`src/rtl/keypad_debouncer_if.sv`:
```
// Handshake bundle between ctrlFSM and the keypad debouncer.
// Combinational wires only; no latency of its own.
// No backpressure: requests are levels and answers are one-cycle pulses.
interface keypad_debouncer_if;
    // dbreq is high while ctrlFSM is in its DEBOUNCE or WAIT state
    logic       dbreq;
    // one-hot column of the key ctrlFSM latched, or 0
    logic [3:0] activeCol;
    // one-cycle answers, never asserted together
    logic       dbhigh;
    logic       dblow;
    // current debouncer state, for debug visibility
    logic [1:0] dbState;

    modport master (
        output dbreq,
        output activeCol,
        input  dbhigh,
        input  dblow,
        input  dbState
    );

    modport slave (
        input  dbreq,
        input  activeCol,
        output dbhigh,
        output dblow,
        output dbState
    );
endinterface

```
`src/rtl/keypad_debouncer.sv`:
```
// Debounces the latched keypad column and answers dbreq with dbhigh/dblow pulses.
// Latency: 2 sync edges, then DB_CYCLES equal samples; pulses are registered (1 cycle).
// No backpressure: ctrlFSM must hold dbreq; dropping it aborts outside the grace window.
module keypad_debouncer #(
    // consecutive equal samples needed to report a level; legal 2 .. 2**CNT_W-1
    parameter int unsigned DB_CYCLES = 50000,
    parameter int unsigned CNT_W     = 16
) (
    input  logic               clk,
    input  logic               rstn,
    input  logic [3:0]         colRaw,
    keypad_debouncer_if.slave  db
);

    // State encodings are also exported on dbState, so keep them fixed.
    localparam logic [1:0] ST_IDLE  = 2'b00;
    localparam logic [1:0] ST_TRACK = 2'b01;
    localparam logic [1:0] ST_GRACE = 2'b10;
    localparam logic [1:0] ST_HOLD  = 2'b11;

    // Last count value before a level is declared stable. Reaching it always
    // causes a transition, so the counter can never wrap.
    localparam logic [CNT_W-1:0] CNT_LAST = CNT_W'(DB_CYCLES - 1);
    localparam logic [CNT_W-1:0] CNT_ONE  = CNT_W'(1);

    // ------------------------------------------------------------------
    // Registers
    // ------------------------------------------------------------------
    logic [3:0]       col_meta_q, col_meta_d;
    logic [3:0]       col_sync_q, col_sync_d;
    logic [1:0]       state_q,    state_d;
    logic [CNT_W-1:0] cnt_q,      cnt_d;
    logic             cand_q,     cand_d;
    logic             grace_q,    grace_d;
    logic             dbhigh_q,   dbhigh_d;
    logic             dblow_q,    dblow_d;

    // Masked, synchronized sample of the latched key's column.
    logic             samp;

    // Two-flop synchronizer: colRaw is asynchronous to clk.
    always_comb begin
        col_meta_d = colRaw;
        col_sync_d = col_meta_q;
    end

    // Only the latched column matters; other columns are ignored entirely.
    always_comb begin
        samp = |(col_sync_q & db.activeCol);
    end

    // Debounce FSM: next state, stability counter, candidate level and pulses.
    always_comb begin
        state_d  = state_q;
        cnt_d    = cnt_q;
        cand_d   = cand_q;
        grace_d  = grace_q;
        dbhigh_d = 1'b0;
        dblow_d  = 1'b0;

        case (state_q)
            ST_IDLE: begin
                cnt_d = '0;
                if (db.dbreq) begin
                    // this edge already counts as the first sample
                    state_d = ST_TRACK;
                    cand_d  = samp;
                    cnt_d   = CNT_ONE;
                end
            end

            ST_TRACK: begin
                if (!db.dbreq) begin
                    // abort takes priority even over a just-reached stable level
                    state_d = ST_IDLE;
                    cnt_d   = '0;
                end else if (samp != cand_q) begin
                    // bounce: restart counting on the new level
                    cand_d = samp;
                    cnt_d  = CNT_ONE;
                end else if (cnt_q < CNT_LAST) begin
                    cnt_d = cnt_q + CNT_ONE;
                end else if (cand_q) begin
                    // stably pressed: report and shield ctrlFSM's UPDATE gap
                    dbhigh_d = 1'b1;
                    state_d  = ST_GRACE;
                    grace_d  = 1'b0;
                    cnt_d    = '0;
                end else begin
                    // stably released without ever being stably pressed
                    dblow_d = 1'b1;
                    state_d = ST_IDLE;
                    cnt_d   = '0;
                end
            end

            ST_GRACE: begin
                // dbreq and the sample are deliberately ignored for two edges:
                // one while ctrlFSM is still in DEBOUNCE, one for its UPDATE
                // state, where dbreq drops for a single cycle.
                if (!grace_q) begin
                    grace_d = 1'b1;
                end else begin
                    grace_d = 1'b0;
                    state_d = ST_HOLD;
                    cnt_d   = '0;
                end
            end

            ST_HOLD: begin
                if (!db.dbreq) begin
                    state_d = ST_IDLE;
                    cnt_d   = '0;
                end else if (samp) begin
                    // key still (or again) pressed: release count restarts
                    cnt_d = '0;
                end else if (cnt_q < CNT_LAST) begin
                    cnt_d = cnt_q + CNT_ONE;
                end else begin
                    dblow_d = 1'b1;
                    state_d = ST_IDLE;
                    cnt_d   = '0;
                end
            end

            default: begin
                // unreachable encodings recover silently
                state_d = ST_IDLE;
                cnt_d   = '0;
                grace_d = 1'b0;
            end
        endcase
    end

    // State and pulse registers; reset discards any debounce in progress.
    always_ff @(posedge clk or negedge rstn) begin
        if (!rstn) begin
            col_meta_q <= '0;
            col_sync_q <= '0;
            state_q    <= ST_IDLE;
            cnt_q      <= '0;
            cand_q     <= 1'b0;
            grace_q    <= 1'b0;
            dbhigh_q   <= 1'b0;
            dblow_q    <= 1'b0;
        end else begin
            col_meta_q <= col_meta_d;
            col_sync_q <= col_sync_d;
            state_q    <= state_d;
            cnt_q      <= cnt_d;
            cand_q     <= cand_d;
            grace_q    <= grace_d;
            dbhigh_q   <= dbhigh_d;
            dblow_q    <= dblow_d;
        end
    end

    assign db.dbhigh  = dbhigh_q;
    assign db.dblow   = dblow_q;
    assign db.dbState = state_q;

endmodule

```
`src/flat_wrapper.sv`:
```
// flat-port wrapper written by rule: the top's interface ports become plain ports
module keypad_debouncer_flat 
#(
                                                                                
    parameter int unsigned DB_CYCLES = 50000,
    parameter int unsigned CNT_W     = 16
)
  (clk, rstn, colRaw, db_dbreq, db_activeCol, db_dbhigh, db_dblow, db_dbState);
  keypad_debouncer_if db_i ();
  input  logic clk;
  input  logic rstn;
  input  logic [3:0] colRaw;
  input wire logic [$bits(db_i.dbreq)-1:0] db_dbreq;
  input wire logic [$bits(db_i.activeCol)-1:0] db_activeCol;
  output wire logic [$bits(db_i.dbhigh)-1:0] db_dbhigh;
  output wire logic [$bits(db_i.dblow)-1:0] db_dblow;
  output wire logic [$bits(db_i.dbState)-1:0] db_dbState;
  assign db_i.dbreq = db_dbreq;
  assign db_i.activeCol = db_activeCol;
  assign db_dbhigh = db_i.dbhigh;
  assign db_dblow = db_i.dblow;
  assign db_dbState = db_i.dbState;
  keypad_debouncer #(.DB_CYCLES(DB_CYCLES), .CNT_W(CNT_W)) u_core (.clk(clk), .rstn(rstn), .colRaw(colRaw), .db(db_i));
endmodule
```
`config.mk`:
```
export PLATFORM = sky130hd
export DESIGN_NAME = keypad_debouncer_flat
export DESIGN_NICKNAME = d
export VERILOG_FILES = /design/src/rtl/keypad_debouncer_if.sv /design/src/rtl/keypad_debouncer.sv /design/src/flat_wrapper.sv
export SDC_FILE = /design/constraint.sdc
export NUM_CORES = 1
export LEC_CHECK = 0
export ABC_AREA = 1
export CORE_MARGIN = 2
export CORE_UTILIZATION = 25
export CTS_BUF_LIST = sky130_fd_sc_hd__clkbuf_4
export DETAILED_ROUTE_END_ITERATION = 10
export HOLD_SLACK_MARGIN = 0.03
export PLACE_DENSITY = 0.52
export SLEW_MARGIN = 0
export SYNTH_ARGS = -nofsm -noshare
export SYNTH_HDL_FRONTEND = slang
export SYNTH_SLANG_ARGS = --single-unit
```
`constraint.sdc`:
```
create_clock -name clk -period 3.3 [get_ports clk]
set_clock_uncertainty 0.05 [all_clocks]
set_input_delay 0.99 -clock clk [delete_from_list [all_inputs] [get_ports clk]]
set_output_delay 0.99 -clock clk [all_outputs]
set_load 0.1 [all_outputs]
```
---- Word-level counts from Yosys, hierarchy flattened ----
Index checks and enable logic that the tools add are counted.
W data, S select, Z words.
word-level totals
  output and inout port bits .............. 4
  word-level logic and storage cells ...... 74
  register bits after elaboration ......... 30
operators by class
  add/sub/neg operators ................... 1
  $lt $le $gt $ge ......................... 1
  bitwise gates (word level) .............. 1
  eq/ne operators ......................... 15
  reductions and logical operators ........ 7
  mux-type cells .......................... 41
operator list
  operator                 count
  $mux W16                 6
  $pmux W16 S4             1
  $mux W1                  21
  $mux W2                  9
  $add A16 B1 Y16 const B  1
  $lt A16 B16 Y1 const B   1
  $ne A3 B3 Y1 const B     4
  $ne A2 B2 Y1 const B     4
  $pmux W2 S4              1
  $ne A2 B1 Y1 const B     3
  $pmux W1 S2              3
  $reduce_and A6 Y1        1
  $reduce_and A5 Y1        1
  $and A4 B4 Y4            1
  $eq A2 B2 Y1 const B     2
  $reduce_and A4 Y1        1
  $reduce_bool A2 Y1       2
  $reduce_or A4 Y1         1
  $eq A2 B1 Y1 const B     1
  $logic_not A2 Y1         1
  $ne A1 B1 Y1             1

---- Logic depth before layout (Yosys ltp) ----
Gate-level depths: netlist (run 1).
  word-level depth ........................ 6
  mapped depth ............................ 12
  mapped depth without buffers ............ 11

---- Least setup slack after synthesis (run 1) ----
OpenSTA, ideal clock, no wires.
  path type ............................... flip-flop to output port
  start point ............................. register (tool-made name)
  end point ............................... output port db_dbState[1]
  cell stages (with the launch flop) ...... 1
  buffers on the path ..................... 0
  required time ........................... 2.260 ns
  slack ................................... 1.276 ns
  arrival time ............................ 0.984 ns
  cells stage by stage .................... dfrtp_1
RTL lines
  what           RTL line            text
  end, declared  flat_wrapper.sv:17  output wire logic [$bits(db_i.dbState)-1:0] db_dbState;

---- Worst setup path in the final report (run 1) ----
  start point ............................. input port db_dbreq
  end point ............................... register u_core.cnt_q[13]
between the ends
  word-level cells in the longest chain between the ends .. 2
  elaborated cells between the ends (all ways) .. 3
RTL lines
  what                         RTL line                                         text
  start, declared              flat_wrapper.sv:13                               input wire logic [$bits(db_i.dbreq)-1:0] db_dbreq;
  $mux W16 (on tied branches)  keypad_debouncer.sv:111, keypad_debouncer.sv:73
  $pmux W16 S4 (*)             keypad_debouncer.sv:61                           case (state_q)
  end signal, assigned         keypad_debouncer.sv:150                          cnt_q <= cnt_d;
  end, declared                keypad_debouncer.sv:32                           logic [CNT_W-1:0] cnt_q, cnt_d;
Mark *: on every way between the ends. The rest lies on a longest branch, timed or not.
A chain may end at the register's enable or synchronous reset.

==> results of run 1 <==
[registers in the layout (all words and copies together), names as in the netlist, named ones only]
signal             cells
u_core.db.dbState      1
u_core.grace_q         1
u_core.cnt_q          16
u_core.db.dbhigh       1
u_core.db.dblow        1
u_core.cand_q          1
u_core.col_meta_q      4
u_core.col_sync_q      4
[metal layers]
| metal | wire, um | GRT usage |
|---|---|---|
| met1 | 1590 | 0.149 |
| met2 | 1380 | 0.172 |
| met3 | 149 | 0.0330 |
| met4 | 46 | 0.0450 |
| met5 | 0 | 0 |
[synth_stat cells (all sizes together)]
| master | count |
|---|---|
| nand3b | 2 |
| buf | 2 |
| xor2 | 4 |
| ha | 1 |
| nor3 | 7 |
| inv | 27 |
| o22ai | 2 |
| and2 | 1 |
| nor4 | 3 |
| nand4 | 5 |
| o21bai | 1 |
| nor2 | 31 |
| nand3 | 17 |
| a21oi | 1 |
| dfrtp | 30 |
| o211ai | 2 |
| o21ai | 6 |
| and3 | 1 |
| nand2 | 55 |
[report_power, final]
group | internal, mW | switching (mW) | total (mW)
registers | 0.388 | 0.0204 | 0.408
clock network | 0.233 | 0.133 | 0.366
logic | 0.0539 | 0.123 | 0.176
total | 0.675 | 0.276 | 0.950
[kinds of logic (layout without fill, tap and decap cells)]
logic type      after synthesis  in the layout  share of synthesized area
simple gates                122            122                      0.351
flops                        30             30                      0.493
buf+inv                      29             50                     0.0789
compound gates               12             12                     0.0460
xor+xnor                      4              4                     0.0230
fa+ha+maj                     1              1                    0.00822
[final cells by class]
type | count | area, um2
inverter | 27 | 101
timing repair buffer | 15 | 138
tap | 75 | 93.8
fill | 648 | 4080
multi-input combinational | 139 | 652
clock inverter | 3 | 63.8
clock buffer | 5 | 37.5
sequential | 30 | 751
[path summary, 6_finish.rpt]
kind                                       from                    to  slack, ps  cells past startpoint
max                                    db_dbreq      u_core.cnt_q[13]       1080                      9
min                        u_core.col_meta_q[1]  u_core.col_sync_q[1]        310                      0
max reg2reg                u_core.db.dbState[0]      u_core.cnt_q[14]       1570                      8
min reg2reg                u_core.col_meta_q[1]  u_core.col_sync_q[1]        310                      0
max in group asynchronous                  rstn      u_core.cnt_q[11]       1910                      2
min in group asynchronous                  rstn         u_core.cand_q       1000                      2
[layout by cell type (no fill, tap or decap)]
cell type and n:
dfrtp_1 30, nand3_1 17, nor3_1 6, o211ai_1 2, xor2_1 4, nand4_1 5
nor2_1 30, and2_1 1, nand2_1 54, nand3b_2 1, inv_2 1, clkinv_1 1
clkbuf_4 5, o21ai_0 6, nor4_1 3, nand2_2 1, nor2_2 1, ha_1 1
buf_4 5, o22ai_1 2, a21oi_1 1, inv_1 26, bufinv_16 2, clkdlybuf4s50_1 10
o21bai_1 1, nand3b_1 1, and3_1 1, nor3_2 1
==> metrics.txt, run 1 <==
status=finished, final reports clean; hold slack=around 310 ps; Avg WL per Cell=~11 um; setup TNS=0 ps; VDD IR max=between 0.2 and 0.3 mV; setup ws final=1080 ps; GR Overflow Total=0; CP bufs+invs=3; Worst-path clk slew=roughly 100 ps; worst skew pair latency=330 ps; vias in the first global route=1285; Tmin final=about 2200 ps; largest net degree at the start of global routing=31; drt first pass iters=4; chip height=82.0 um; post-route cell area=1840 um2; Worst Path Arrival=2440 ps; register area share after synthesis=0.493; Avg Vias per Cell=~4.4; Die ar.=6730 um2; GRT Util Overall=0.112; share of layout cells above drive strength 1=0.0776; Worst path max stage delay=roughly 550 ps; initial drt markers=84; htree depth=2; Worst-Margin Slew=400 ps; Critical Path RT=3520 ps; worst slack at placement=roughly 700 ps; Seq cells post-synth=30; initial antenna violation count=0; Placed Instance Area=1740 um2; Hold Path Class=flop to flop; CP Capture Type=flop; die width=about 80 um; Post-CTS Setup Repair Bufs=0; clk sink count=30; Cell Rows=28; Slew Viols, Final=0; critical-path maximum fanout=12; final setup fails=0; clk root buf=clkbuf_4; clock buffer depth=2; CTS Buf Count=5; count of inserted antenna diode cells=0; Max Cap Viol=0; cts hold-fix bufs=0; CP delay by family, top=buffers and inverters; post-synth top area cell=dfrtp_1; WS Path Type=primary input to flop; I/O Pins=15; final design utilization=0.310; final net count=230; post-synthesis cell area=1520 um2; synth top area cells=dfrtp_1 49%, nand2_1 13%, nor2_1 7.4%, inv_1 6.4%, nand3_1 5.6%; initial core utilization=0.257; Mean Syn Cell Area=7.69 um2; critical path launch point type=primary input; I/O Buffers=14; syn nets=between 200 and 250; final HPWL from detailed placement=2.33 mm; post-synth cell types=25; Pwr Density=517 nW/um2; Yosys top cell area share=0.493; total core area=5920 um2; Routed Antenna Nets=0; Final Hold Fails=0; CTS tree=done; via count=1283; Area Growth Syn to Fin=20.6%; dpl cells=about 290; slowest CP cell=clkdlybuf4s50_1; Overall Power=950 uW; non-filler cells, final=approximately 300; Post-route DRC=0; Tcrit/Tclk final=0.674; Slew headroom=0.733; Final Wtd Congestion=0.787; RSZ-0062 raised after global routing=false; cells after synthesis=198; post-cts sizing count=0; Lkg Pwr=between 0.8 and 0.9 nW; global-route wire length before repair=5.75 mm; YS warnings=0; Fmax=~450 MHz; Final Routed Wirelength=3.17 mm; critical-path cell list=clkdlybuf4s50_1 -> inv_1 -> nor2_1 -> nand2_1 -> nand3_1 -> nand3_1 -> nand2_1 -> inv_2 -> nor2_1
Power figures use the tool's default switching activity.
==> run 2, diff against run 1 <==
Clock period 3.3 ns to 2.2 ns, I/O delays scaled along.
==> metrics.txt, run 2 (same netlist as run 1, synthesis figures left out) <==
status=finished, final reports clean; CTS Buf Count=5; setup ws final=372 ps; count of inserted antenna diode cells=0; final setup fails=0; non-filler cells, final=296; die width=82.0 um; Post-route DRC=0; largest net degree at the start of global routing=31; Area Growth Syn to Fin=23.3%; final HPWL from detailed placement=2.34 mm; Pwr Density=779 nW/um2; Worst Path Arrival=between 2000 and 2500 ps; area occupied by multi-input gates=652 um2; critical path launch point type=primary input; Slew Viols, Final=0; Critical Path RT=2400 ps; Max Cap Viol=0; most common cell after layout, fill and taps aside=nand2_1; WS Path Type=primary input to flop; dpl cells=288; chip height=82.0 um; Final Wtd Congestion=0.876; Die ar.=6730 um2; initial drt markers=65; Worst-Margin Slew=383 ps; Slew headroom=0.745; vias in the first global route=1284; initial antenna violation count=0; GR Overflow Total=0; clk root buf=clkbuf_4; RSZ-0062 raised after global routing=false; commonest cells after routing, fill and taps aside=54 x nand2_1, 30 x nor2_1, 30 x dfrtp_1; share of layout cells above drive strength 1=0.0860; cts hold-fix bufs=0; clock buffer depth=2; post-cts sizing count=0; htree depth=2; Tcrit/Tclk final=0.831; Final Hold Fails=0; setup TNS=0 ps; Lkg Pwr=0.868 nW; worst slack at placement=2.41 ps; initial core utilization=0.257; Reg with most FFs=u_core.cnt_q; worst skew pair latency=340 ps; Avg Vias per Cell=4.35; I/O Buffers=14; Routed Antenna Nets=0; critical-path maximum fanout=5; I/O Pins=15; Fmax=547 MHz; via count=roughly 1300; GRT Util Overall=0.114; Final Routed Wirelength=3.16 mm; clk sink count=30; Tmin final=1830 ps; global-route wire length before repair=5.80 mm; post-route cell area=1880 um2; total core area=5920 um2; Hold Path Class=flop to flop; final net count=232; final design utilization=0.317; CTS tree=done; Avg WL per Cell=10.7 um; CP Capture Type=flop; Cell Rows=28; Placed Instance Area=approximately 1800 um2; max reg flops=16; Fill cells=633; largest registers=u_core.cnt_q: 16 flops, u_core.col_meta_q: 4 flops, u_core.col_sync_q: 4 flops; drt first pass iters=4; Worst-path clk slew=around 110 ps; VDD IR max=slightly below 0.5 mV; sequential cell area=around 750 um2; Post-CTS Setup Repair Bufs=0
run 2: changes by cell type in the layout (fill, tap and decap cells not counted):
cell,before,now
buf_12,0,2
run 2: area by class of cell:
| class | count | area share |
|---|---|---|
| Tap cell | 75 | 0.0500 |
| Sequential cell | 30 | 0.400 |
| Inverter | 27 | 0.0540 |
| Timing Repair Buffer | 17 | 0.0947 |
| Clock inverter | 3 | 0.0340 |
| Clock buffer | 5 | 0.0200 |
| Multi-Input combinational cell | 139 | 0.347 |
run 2: final timing paths:
kind / startpoint / to / slack, ps / depth (start not counted)
setup reg to reg: u_core.db.dbState[0] / u_core.cnt_q[12] / 460 / 8
setup / recovery: db_activeCol[1] / u_core.db.dbState[0] / 370 / 10
min in group asynchronous: rstn / u_core.db.dbState[0] / 650 / 2
hold / removal: u_core.col_meta_q[2] / u_core.col_sync_q[2] / 310 / 0
max in group asynchronous: rstn / u_core.cnt_q[4] / 1150 / 2
hold reg to reg: u_core.col_meta_q[2] / u_core.col_sync_q[2] / 310 / 0
run 2: through the flow:
stage	power (mW)	hold WS, ps
floorplan	0.816	281
global placement	0.919	284
detailed placement	0.917	285
CTS	1.47	308
global route	1.54	323
finish	1.46	306
run 2: layer usage:
metal  wire [um]  global-route usage  up-vias
li1            -                   -      674
met1        1630               0.150      583
met2        1340               0.173       23
met3         128              0.0374        7
met4          62              0.0433        0
met5           0                   0        -
run 2: worst max-delay path: stages:
cell	delay (ps)
clkdlybuf4s50_1	400
nand2_1	60
nand2_1	70
nor2_2	190
nand2_1	120
nand3_1	130
nand2_1	60
nor2_1	100
nand3_1	80
and2_1	150
run 2: power breakdown:
part	total, mW	switching, mW	internal [mW]
registers	0.615	0.0342	0.581
logic	0.288	0.183	0.105
clock network	0.559	0.209	0.350
